===== config.mk =====
export PLATFORM = sky130hd
export DESIGN_NAME = btn_op_sequencer
export DESIGN_NICKNAME = d
export VERILOG_FILES = /design/src/rtl/btn_op_sequencer.sv
export SDC_FILE = /design/constraint.sdc
export NUM_CORES = 1
export LEC_CHECK = 0
export ABC_AREA = 0
export ABC_CLOCK_PERIOD_IN_PS = 2600
export CAP_MARGIN = 20
export CORE_MARGIN = 3
export CORE_UTILIZATION = 55
export DETAILED_ROUTE_END_ITERATION = 16
export PLACE_DENSITY = 0.74
export SYNTH_ARGS = -nofsm -noshare
export SYNTH_HDL_FRONTEND = slang
export SYNTH_SLANG_ARGS = --single-unit

===== constraint.sdc =====
create_clock -name i_clk -period 2.6 [get_ports i_clk]
set_clock_uncertainty 0.15 [all_clocks]
set_input_delay 0.39 -clock i_clk [delete_from_list [all_inputs] [get_ports i_clk]]
set_output_delay 0.39 -clock i_clk [all_outputs]
set_load 0.005 [all_outputs]

===== src/rtl/btn_op_sequencer.sv =====
// Purpose : synchronise and debounce the four op buttons and the centre button,
//           then step a registered 3-bit ALU op code on debounced presses.
// Latency : raw edge -> debounced level/rise pulse in 2+DEBOUNCE_CYCLES cycles
//           (+-1 for async edges); op/locked/op_changed follow one cycle later.
// Backpressure: none. Events are single-cycle pulses and are never queued.
//
// Ports:
//   i_clk, i_reset_n  : clock, asynchronous active-low reset
//   i_btns[3:0]       : raw buttons [0] up, [1] down, [2] clear, [3] lock toggle
//   i_btnc            : raw centre button
//   o_op              : current ALU operation code
//   o_op_changed      : one-cycle pulse when o_op takes a new value
//   o_locked          : 1 = up/down/clear ignored
//   o_btns_db         : debounced levels of i_btns
//   o_btnc_db         : debounced level of i_btnc
//   o_btnc_rise       : one-cycle pulse on each debounced rising edge of i_btnc
module btn_op_sequencer #(
   parameter int DEBOUNCE_CYCLES = 1_000_000
) (
   input  logic       i_clk,
   input  logic       i_reset_n,
   input  logic [3:0] i_btns,
   input  logic       i_btnc,
   output logic [2:0] o_op,
   output logic       o_op_changed,
   output logic       o_locked,
   output logic [3:0] o_btns_db,
   output logic       o_btnc_db,
   output logic       o_btnc_rise
);

   localparam int NIN = 5;
   localparam int CW  = $clog2(DEBOUNCE_CYCLES + 1);
   localparam logic [CW-1:0] CNT_LAST = CW'(DEBOUNCE_CYCLES - 1);
   localparam logic [CW-1:0] CNT_ONE  = CW'(1);

   // Bit 4 is the centre button, bits 3:0 the op buttons.
   logic [NIN-1:0] w_raw;
   logic [NIN-1:0] r_sync1;
   logic [NIN-1:0] r_sync2;
   logic [NIN-1:0] r_db;
   logic [NIN-1:0] r_rise;
   logic [CW-1:0]  r_cnt [NIN];

   assign w_raw = {i_btnc, i_btns};

   // ------------------------------------------------------------------
   // Two-flop synchronisers
   // ------------------------------------------------------------------
   always_ff @(posedge i_clk or negedge i_reset_n) begin
      if (!i_reset_n) begin
         r_sync1 <= '0;
         r_sync2 <= '0;
      end else begin
         r_sync1 <= w_raw;
         r_sync2 <= r_sync1;
      end
   end

   // ------------------------------------------------------------------
   // Debounce counters, debounced levels and rise registers.
   // The counter measures the length of the current mismatch run between
   // the synchronised input and the accepted level; any agreement restarts
   // it, so only an unbroken run of DEBOUNCE_CYCLES mismatches is accepted.
   // The rise pulse is loaded on the same edge as the 0->1 level change.
   // ------------------------------------------------------------------
   always_ff @(posedge i_clk or negedge i_reset_n) begin
      if (!i_reset_n) begin
         r_db   <= '0;
         r_rise <= '0;
         for (int i = 0; i < NIN; i++) begin
            r_cnt[i] <= '0;
         end
      end else begin
         for (int i = 0; i < NIN; i++) begin
            if (r_sync2[i] == r_db[i]) begin
               r_cnt[i]  <= '0;
               r_rise[i] <= 1'b0;
            end else if (r_cnt[i] == CNT_LAST) begin
               r_db[i]   <= r_sync2[i];
               r_cnt[i]  <= '0;
               r_rise[i] <= r_sync2[i];
            end else begin
               r_cnt[i]  <= r_cnt[i] + CNT_ONE;
               r_rise[i] <= 1'b0;
            end
         end
      end
   end

   // ------------------------------------------------------------------
   // Op / lock state: register, next-state logic, outputs
   // ------------------------------------------------------------------
   logic [2:0] r_op;
   logic       r_op_changed;
   logic       r_locked;
   logic [2:0] w_op_next;
   logic       w_locked_next;
   logic       w_up;
   logic       w_down;
   logic       w_clear;
   logic       w_lock_tgl;

   assign w_up       = r_rise[0];
   assign w_down     = r_rise[1];
   assign w_clear    = r_rise[2];
   assign w_lock_tgl = r_rise[3];

   always_ff @(posedge i_clk or negedge i_reset_n) begin
      if (!i_reset_n) begin
         r_op         <= 3'd0;
         r_op_changed <= 1'b0;
         r_locked     <= 1'b0;
      end else begin
         r_op         <= w_op_next;
         r_op_changed <= (w_op_next != r_op);
         r_locked     <= w_locked_next;
      end
   end

   // r_locked here is the value before any toggle in this cycle, so a lock
   // press coinciding with an up/down/clear press does not affect that press.
   always_comb begin
      w_op_next     = r_op;
      w_locked_next = r_locked;
      if (w_clear && !r_locked) begin
         w_op_next = 3'd0;
      end else if (w_up && w_down) begin
         w_op_next = r_op;
      end else if (w_up && !r_locked) begin
         w_op_next = r_op + 3'd1;
      end else if (w_down && !r_locked) begin
         w_op_next = r_op - 3'd1;
      end
      if (w_lock_tgl) begin
         w_locked_next = ~r_locked;
      end
   end

   // Every output is a flop output.
   always_comb begin
      o_op         = r_op;
      o_op_changed = r_op_changed;
      o_locked     = r_locked;
      o_btns_db    = r_db[3:0];
      o_btnc_db    = r_db[4];
      o_btnc_rise  = r_rise[4];
   end

endmodule

### Word level (Yosys, flattened, before mapping)

Cells that the tools add are included.
W data, S select, Z words.

* register bits after elaboration: 125
* input bits: 7
* output and inout port bits: 11
* word-level logic and storage cells: 74

* $add $sub $neg: 7
* equal/unequal tests: 11
* mux-type cells: 24
* bitwise logic cells: 6
* reductions and logical operators: 10

Operators with widths (count)
* $mux W20: 10
* $add A20 B1 Y20 const B: 5
* $eq A20 B20 Y1 const B: 5
* $mux W3: 4
* $mux W1: 10
* $reduce_and A2 Y1: 5
* $not A1 Y1: 6
* $eq A1 B1 Y1: 5
* $logic_and A1 B1 Y1: 4
* $add A3 B1 Y3 const B: 1
* $ne A3 B3 Y1: 1
* $sub A3 B1 Y3 const B: 1
* $logic_not A1 Y1: 1

### Depth between registers and ports, before layout

Gate-level depths: netlist of the first run.

* word-level depth: 7
* mapped depth: 6
* depth with buffers taken out: 5

### Least setup slack after synthesis of the first run

No wires, ideal clock.

* path kind: reg-to-reg
* start: register r_cnt[28] in the netlist's numbering
* end: register r_db[3]
* setup time: 125 ps
* arrival time: 1848 ps
* data required time: 2325 ps
* setup slack: 477 ps
* stages on the path, launching flop included: 5
* path buffers: 0
* clock period less this slack: 2123 ps
* cells stage by stage: dfrtp_1 or4b_1 or4_1 nor2_1 mux2_2

* word-level cells in the longest chain between the ends: 2

RTL lines
* start, declared: RTL line 43 `logic [CW-1:0] r_cnt [NIN];`
* start signal, assigned by index: RTL line 84 `r_cnt[i] <= r_cnt[i] + CNT_ONE;`
* $eq A20 B20 Y1: RTL line 79 `end else if (r_cnt[i] == CNT_LAST) begin`
* $reduce_and A2 Y1 (no line)
* end signal, assigned by index: RTL line 80 `r_db[i] <= r_sync2[i];`
* end, declared: RTL line 41 `logic [NIN-1:0] r_db;`

Every way passes these cells.
A chain may end at the register's enable or synchronous reset.

### Worst setup path in the final report of the first run

* start: register r_cnt[20] in the netlist's numbering
* end: register r_cnt[38] in the netlist's numbering

* word-level cells in the longest chain between the ends: 3
* elaborated cells on any way between the ends: 4
* those cells by class: 1 x add/sub; 1 x eq/ne; 2 x mux

RTL lines
* $add A20 B1 Y20 or $eq A20 B20 Y1 (tied branches): RTL line 84, 79
* $mux W20 *: RTL line 79
* $mux W20 *: RTL line 76 `if (r_sync2[i] == r_db[i]) begin`

Mark *: on every way between the ends. The rest lies on a longest branch, timed or not.

==> summary.txt, run 1 <==
Worst setup path
  • CP Cell Sequence: ha_1 > nand2_1 > or4_1 > or4_1 > a21oi_1
  • Worst path arrival time: 2540 ps
  • Crit Path Class: flip-flop to flip-flop
  • CP endpoint kind: flip-flop
  • CP required: 2890 ps
  • Startpoint Class: flip-flop
  • Reg2reg setup slack: 350 ps
  • Slowest stage delay, CP: 620 ps
  • Max FO, Critical Path: 8
  • CP max-delay cell: or4_1
  • Critical Path Most Common Cell: or4_1

Clocking
  • CTS buffer count: 17
  • Worst-path clk slew: 60 ps
  • Root buffer cell: clkbuf_8
  • Postcts setup bufs: 0
  • Clk_lat worst skew: 520 ps
  • H-tree depth: 4
  • Clock Sinks: 125
  • CTS Buffer Depth: 2
  • CTS tree: built

Pwr
  • Combinational power share: 3.0%
  • Switch share: 22.3%
  • Sequential share of power: 45.7%
  • VDD IR max: 470 uV
  • Leakage Power: 2.82 nW
  • NetSw: 0.000977 W
  • Clk pwr share: 51.3%
  • Internal Power: 0.00340 W
  • Power Dens Cells: 629 mW/mm2

Yosys
  • Net count of the mapped netlist: 614
  • Post-synth EDFFs: 0
  • Yosys top cell by area: dfrtp_1
  • Mux cell area share after synthesis: 1.44%
  • Top post-synthesis cells by area: dfrtp_1 52%, xor2_1 5.3%, nor2_1 4.5%
  • Synth top area share: 52.2%
  • Ys Warns: 0
  • Compound-Gate Fraction of Synth Area: 7.85%
  • Most used DFF post-synth: dfrtp_1
  • Seq cells post-synth: 125
  • Syn avg cell area: 9.99 um2
  • Synth async-reset ratio: 100%
  • Post-Syn Area: 0.00599 mm2
  • Post-synthesis sequential area ratio: 52.2%
  • Syn Inst Count: 600
  • Largest family of logic cells by synthesized area: simple AND/OR/NAND/NOR gates
  • Post-synth cell types: 47
  • Simple-gate share of the synthesized area: 25.6%
  • Adder-cell share of the synthesized area: 1.46%
  • Xor/xnor cell area share of the yosys netlist: 9.20%

Final layout
  • Multi-input logic area: 0.00274 mm2
  • Seq. cell area: 0.00313 mm2
  • Layout cell share with drive strength beyond 1: 10.4%
  • Fill cells: 832
  • Ant diodes: 0
  • Post-Layout Inst Area: 0.00696 mm2
  • Final net count: 647
  • Commonest cells after routing, fill and taps aside: 125 x dfrtp_1, 72 x nor2_1, 40 x nand3_1
  • Area Growth Syn to Fin: 16.2%
  • Most common cell after layout, fill and taps aside: dfrtp_1

Die
  • Ports: 18
  • Core box area: 0.0105 mm2
  • Die Footprint: 0.0122 mm2
  • DIE WIDTH: 110 um
  • Cell Rows: 37
  • Die span in y: 110 um
  • Starting Density: 57.3%

Detailed routing
  • Vias/cell: 5.77
  • Drt initial violations: 367
  • WL final: 11600 um
  • Drt pass-1 iters: 5
  • Detail Route Antenna Nets: 0
  • Post-route DRC: 0
  • Via count: 4512
  • Routed len/inst: 14.8 um

GRT
  • Vias in the first global route: 4470
  • Initial antenna violation count: 0
  • Grt ovf: 0
  • Largest net degree at the start of global routing: 50
  • GRT Total Usage: 20.2%
  • First-pass GRT wire length: 20600 um

STA
  • Minimum clock period: 2250 ps
  • Fmax achieved: 0.445 GHz
  • Setup TNS: 0 ps
  • # setup viols final: 0
  • Period utilization: 86.4%
  • Slew Limit Fails: 0
  • Measured slew at the worst slew-check pin: 649 ps
  • RSZ-0062 raised after global routing: false
  • Worst rel slew slack: 56.7%
  • Final Hold Fails: 0

Place
  • Final Wtd Congestion: 0.843
  • PortBufs: 17
  • Hpwl dp: 7760 um
  • DP Area: 0.00638 mm2

Run status
  • Status: completed

Job
  • Max Cap Viol: 0

Min path
  • Tightest Hold Check Type: primary input to flip-flop
## state kept, by name, indices dropped and copies added, names as in the netlist
signal,flops
r_cnt,100
r_db,5
r_rise,5
r_sync1,5
r_sync2,5
o_op,3
o_locked,1
o_op_changed,1
## power by group through the flow
| stage | Clock (W) | Sequential [W] | Combinational, W |
|---|---|---|---|
| after CTS | 0.00229 | 0.00200 | 0.000135 |
| after detailed placement | 0 | 0.00204 | 0.000133 |
| final | 0.00225 | 0.00200 | 0.000131 |
| after global placement | 0 | 0.00203 | 0.000130 |
| after floorplan | 0 | 0.00203 | 0.0000591 |
| after global routing | 0.00239 | 0.00201 | 0.000154 |
## synthesized netlist by cell type (2+ instances only)
| library cell | count |
|---|---|
| o31ai_1 | 14 |
| or4b_2 | 3 |
| and4_1 | 7 |
| xnor2_1 | 27 |
| ha_1 | 7 |
| mux2_2 | 5 |
| nand3_1 | 40 |
| o41ai_1 | 3 |
| nand2_1 | 39 |
| and3b_1 | 4 |
| or3_1 | 21 |
| o21ai_0 | 21 |
| buf_2 | 8 |
| xor2_1 | 36 |
| nor4b_1 | 3 |
| and3_1 | 8 |
| a21oi_1 | 32 |
| or2_2 | 4 |
| nor2b_1 | 2 |
| nor2_1 | 72 |
| dfrtp_1 | 125 |
| nand4b_1 | 2 |
| and2_1 | 3 |
| or4_1 | 15 |
| or4b_1 | 4 |
| nand2b_1 | 3 |
| clkbuf_1 | 8 |
| inv_1 | 18 |
| mux2i_1 | 3 |
| nor3_1 | 15 |
| nand4_1 | 20 |
| nor4_1 | 13 |
## worst max-delay path, delay by kind of cell, from the launching register on
family / cells / cell delay (ps)
flops: 1 / 400
simple gates: 3 / 1210
compound gates: 1 / 160
fa+ha+maj: 1 / 240
## layout make-up
type / instances / share of cell area, %
clock inverter: 14 / 2.10
timing repair buffer: 30 / 4.02
clock buffer: 18 / 6.14
tap: 136 / 2.44
sequential: 125 / 44.9
multi-input combinational: 441 / 39.4
inverter: 18 / 0.970
## per-layer routing
layer,vias to the layer above,global-route usage (%),wire [um]
li1,2217,-,-
met1,2199,26.4,5460
met2,80,32.1,5590
met3,16,5.10,375
met4,0,8.62,176
met5,-,0,0
## cells by family after synthesis
logic type / count (synthesis)
adder cells (fa/ha/maj): 7
XOR/XNOR: 63
AO/OA/AOI/OAI: 79
flip-flops: 125
AND/OR/NAND/NOR: 284
multiplexers: 8
buffers and inverters: 34
## metrics by stage
step | hold WS [ps] | power [W] | std cells | util (%) | worst slack (ps)
final | 154 | 0.00438 | 782 | 66.6 | 353
after CTS | 131 | 0.00443 | 782 | 66.6 | 354
after detailed placement | 188 | 0.00217 | 749 | 61.0 | 348
after global placement | 184 | 0.00216 | 749 | 61.0 | 434
after global routing | 134 | 0.00455 | 782 | 66.6 | 229
after floorplan | -55.6 | 0.00209 | 600 | - | 477
## worst paths after layout
check / end / start / cells past startpoint
worst max-delay path: r_cnt[38] / r_cnt[20] / 5
max in group asynchronous: r_cnt[20] / i_reset_n / 3
worst min register to register: r_sync2[2] / r_sync1[2] / 0
worst max register to register: r_cnt[38] / r_cnt[20] / 5
worst min-delay path: r_sync1[1] / i_btns[1] / 1
min in group asynchronous: r_cnt[78] / i_reset_n / 2
## what timing repair did
item | 4_1_cts | 5_1_grt
hold buffers | 1 | 0
endpoints found under the setup margin | 0 | 0
hold endpoints to repair | 46 | 0
gates resized for setup | 0 | 0
Note: power is estimated with default switching activity, not from simulation.
==> run 2: changes to the inputs <==
--- a/config.mk
+++ b/config.mk
@@ -8,6 +8,7 @@
 export ABC_AREA = 0
 export ABC_CLOCK_PERIOD_IN_PS = 2600
 export CAP_MARGIN = 20
+export CORE_ASPECT_RATIO = 1.75
 export CORE_MARGIN = 3
 export CORE_UTILIZATION = 55
 export DETAILED_ROUTE_END_ITERATION = 16
==> run 2 against run 1 <==
Fmax fell by 1.1%; final cell count fell by 1.4%; largest power group unchanged; sequential share of layout area rose by 0.34 points; clock-buffer cell count rose by 7; die area rose by 0.40%; combinational power barely moved; highest routed layer unchanged.
==> summary.txt, run 2 (synthesis gave the netlist of run 1 again) <==
Die
  • Cell Rows: 49 (was 37)
  • Core box area: 0.0105 mm2 (about the same)
  • Starting Density: 57.2% (was 57.3%)
  • DIE WIDTH: 84.9 um (was 110 um)
  • Die Footprint: 0.0122 mm2 (about the same)
  • Die span in y: 144 um (was 110 um)
  • Ports: 18 (unchanged)

Final layout
  • Max FFs per register: 100 (unchanged)
  • Area Growth Syn to Fin: 15.3% (was 16.2%)
  • Fill cells: 824 (was 832)
  • Layout cell share with drive strength beyond 1: 9.32% (was 10.4%)
  • Final net count: 645 (was 647)
  • Commonest cells after routing, fill and taps aside: 125 x dfrtp_1, 72 x nor2_1, 40 x nand3_1 (unchanged)
  • Post-Layout Inst Area: 0.00691 mm2 (was 0.00696 mm2)
  • Most common cell after layout, fill and taps aside: dfrtp_1 (unchanged)
  • Ant diodes: 0 (unchanged)
  • Largest Register: r_cnt (unchanged)

Worst setup path
  • Reg2reg end: r_cnt[38] (unchanged)
  • Crit Path Class: flip-flop to flip-flop (unchanged)
  • Worst path arrival time: 2450 ps (was 2540 ps)
  • Top cell family by delay on the critical path: simple AND/OR/NAND/NOR gates (unchanged)
  • CP max-delay cell: or4_1 (unchanged)
  • Critical path origin: r_cnt[20] (unchanged)
  • CP required: 2780 ps (was 2890 ps)
  • WP buf/inv: 0 (unchanged)
  • Critical path depth: 5 (unchanged)
  • Critical R2R Launch: r_cnt[20] (unchanged)
  • Reg2Reg Depth: 5 (unchanged)
  • CP Cell Sequence: ha_1 > nand2_1 > or4_1 > or4_1 > a21oi_1 (unchanged)
  • Critical Path Most Common Cell: or4_1 (unchanged)
  • Startpoint Class: flip-flop (unchanged)
  • Max FO, Critical Path: 8 (unchanged)
  • CP endpoint kind: flip-flop (unchanged)
  • Reg2reg setup slack: 330 ps (was 350 ps)
  • Slowest stage delay, CP: 630 ps (was 620 ps)
  • Critical Path End: r_cnt[38] (unchanged)

STA
  • # setup viols final: 0 (unchanged)
  • RSZ-0062 raised after global routing: false (unchanged)
  • Setup TNS: 0 ps (unchanged)
  • Minimum clock period: 2270 ps (was 2250 ps)
  • Final Hold Fails: 0 (unchanged)
  • Period utilization: 87.4% (was 86.4%)
  • Setup ws final: 328 ps (was 353 ps)
  • Hold WS: 198 ps (was 154 ps)
  • Measured slew at the worst slew-check pin: 499 ps (was 649 ps)
  • Slew Limit Fails: 0 (unchanged)
  • Fmax achieved: 0.440 GHz (was 0.445 GHz)
  • Worst rel slew slack: 66.8% (was 56.7%)

Clocking
  • Clk_lat worst skew: 400 ps (was 520 ps)
  • Root buffer cell: clkbuf_16 (was clkbuf_8)
  • Worst-path clk slew: 50 ps (was 60 ps)
  • Postcts setup bufs: 0 (unchanged)
  • CTS buffer count: 17 (unchanged)
  • Clock Sinks: 125 (unchanged)
  • CTS Buffer Depth: 2 (unchanged)
  • H-tree depth: 4 (unchanged)
  • CTS tree: built (unchanged)

Pwr
  • Switch share: 21.0% (was 22.3%)
  • Clk pwr share: 50.5% (was 51.3%)
  • NetSw: 0.000903 W (was 0.000977 W)
  • Internal Power: 0.00340 W (about the same)
  • Sequential share of power: 46.5% (was 45.7%)
  • Leakage Power: 2.81 nW (was 2.82 nW)
  • Power Dens Cells: 622 mW/mm2 (was 629 mW/mm2)
  • VDD IR max: 540 uV (was 470 uV)
  • Combinational power share: 3.0% (about the same)

Place
  • Final Wtd Congestion: 0.874 (was 0.843)
  • Hpwl dp: 8180 um (was 7760 um)
  • DP Area: 0.00635 mm2 (was 0.00638 mm2)
  • PortBufs: 17 (unchanged)
  • Worst slack at placement: 365 ps (was 348 ps)

Detailed routing
  • Post-route DRC: 0 (unchanged)
  • Uppermost layer routed: met4 (unchanged)
  • Routed length on met2: 6560 um (was 5590 um)
  • Met3 wire length: 293 um (was 375 um)
  • Detail Route Antenna Nets: 0 (unchanged)
  • Vias/cell: 5.99 (was 5.77)
  • Via count: 4619 (was 4512)
  • Drt pass-1 iters: 4 (was 5)
  • WL met1: 4680 um (was 5460 um)
  • Drt initial violations: 283 (was 367)
  • WL final: 11800 um (was 11600 um)
  • Routed len/inst: 15.3 um (was 14.8 um)

GRT
  • GRT Total Usage: 20.9% (was 20.2%)
  • Vias in the first global route: 4703 (was 4470)
  • Largest net degree at the start of global routing: 52 (was 50)
  • Initial antenna violation count: 0 (unchanged)
  • First-pass GRT wire length: 20600 um (about the same)
  • Grt ovf: 0 (unchanged)

Run status
  • Status: completed (unchanged)

Min path
  • Tightest Hold Check Type: flip-flop to flip-flop (was primary input to flip-flop)

Job
  • Max Cap Viol: 0 (unchanged)
==> run 2: worst min-delay path by stage <==
stage	from	end	cells past startpoint
floorplan	i_reset_n	o_locked	0
global placement	r_sync1[0]	r_sync2[0]	0
detailed placement	r_sync1[4]	r_sync2[4]	0
CTS	r_sync1[3]	r_sync2[3]	0
global route	r_sync1[0]	r_sync2[0]	0
finish	r_sync1[3]	r_sync2[3]	0
==> run 2: layout make-up <==
| cell class | count | area (um2) | area share [%] |
|---|---|---|---|
| Clock buffer | 25 | 485 | 7.02 |
| Sequential cell | 125 | 3130 | 45.3 |
| Multi-Input combinational cell | 441 | 2740 | 39.7 |
| Tap cell | 127 | 159 | 2.30 |
| Timing Repair Buffer | 28 | 265 | 3.84 |
| Clock inverter | 7 | 62.6 | 0.905 |
| Inverter | 18 | 67.6 | 0.978 |
==> run 2: metal layers <==
metal	track usage, %	vias to the layer above
li1	-	2217
met1	22.3	2291
met5	0	-
met3	3.65	18
met4	10.2	0
met2	39.1	93
==> run 2: through the flow <==
stage | cells | power (W) | util [%]
6_report | 771 | 0.00430 | 65.9
5_1_grt | 771 | 0.00444 | 65.9
4_1_cts | 771 | 0.00435 | 65.9
3_5_place_dp | 738 | 0.00217 | 60.6
3_3_place_gp | 738 | 0.00216 | 60.6
2_1_floorplan | 600 | 0.00209 | -
==> run 2: power groups by stage <==
| stage | Combinational (W) | Sequential [W] | Clock [W] |
|---|---|---|---|
| floorplan | 0.0000591 | 0.00203 | 0 |
| global placement | 0.000127 | 0.00203 | 0 |
| detailed placement | 0.000133 | 0.00203 | 0 |
| CTS | 0.000135 | 0.00200 | 0.00221 |
| global route | 0.000152 | 0.00200 | 0.00229 |
| finish | 0.000129 | 0.00200 | 0.00217 |
==> run 2: repair_timing <==
| item | CTS | global route |
|---|---|---|
| hold buffers | 1 | 0 |
| hold endpoints to repair | 35 | 0 |
| resized for setup | 0 | 0 |
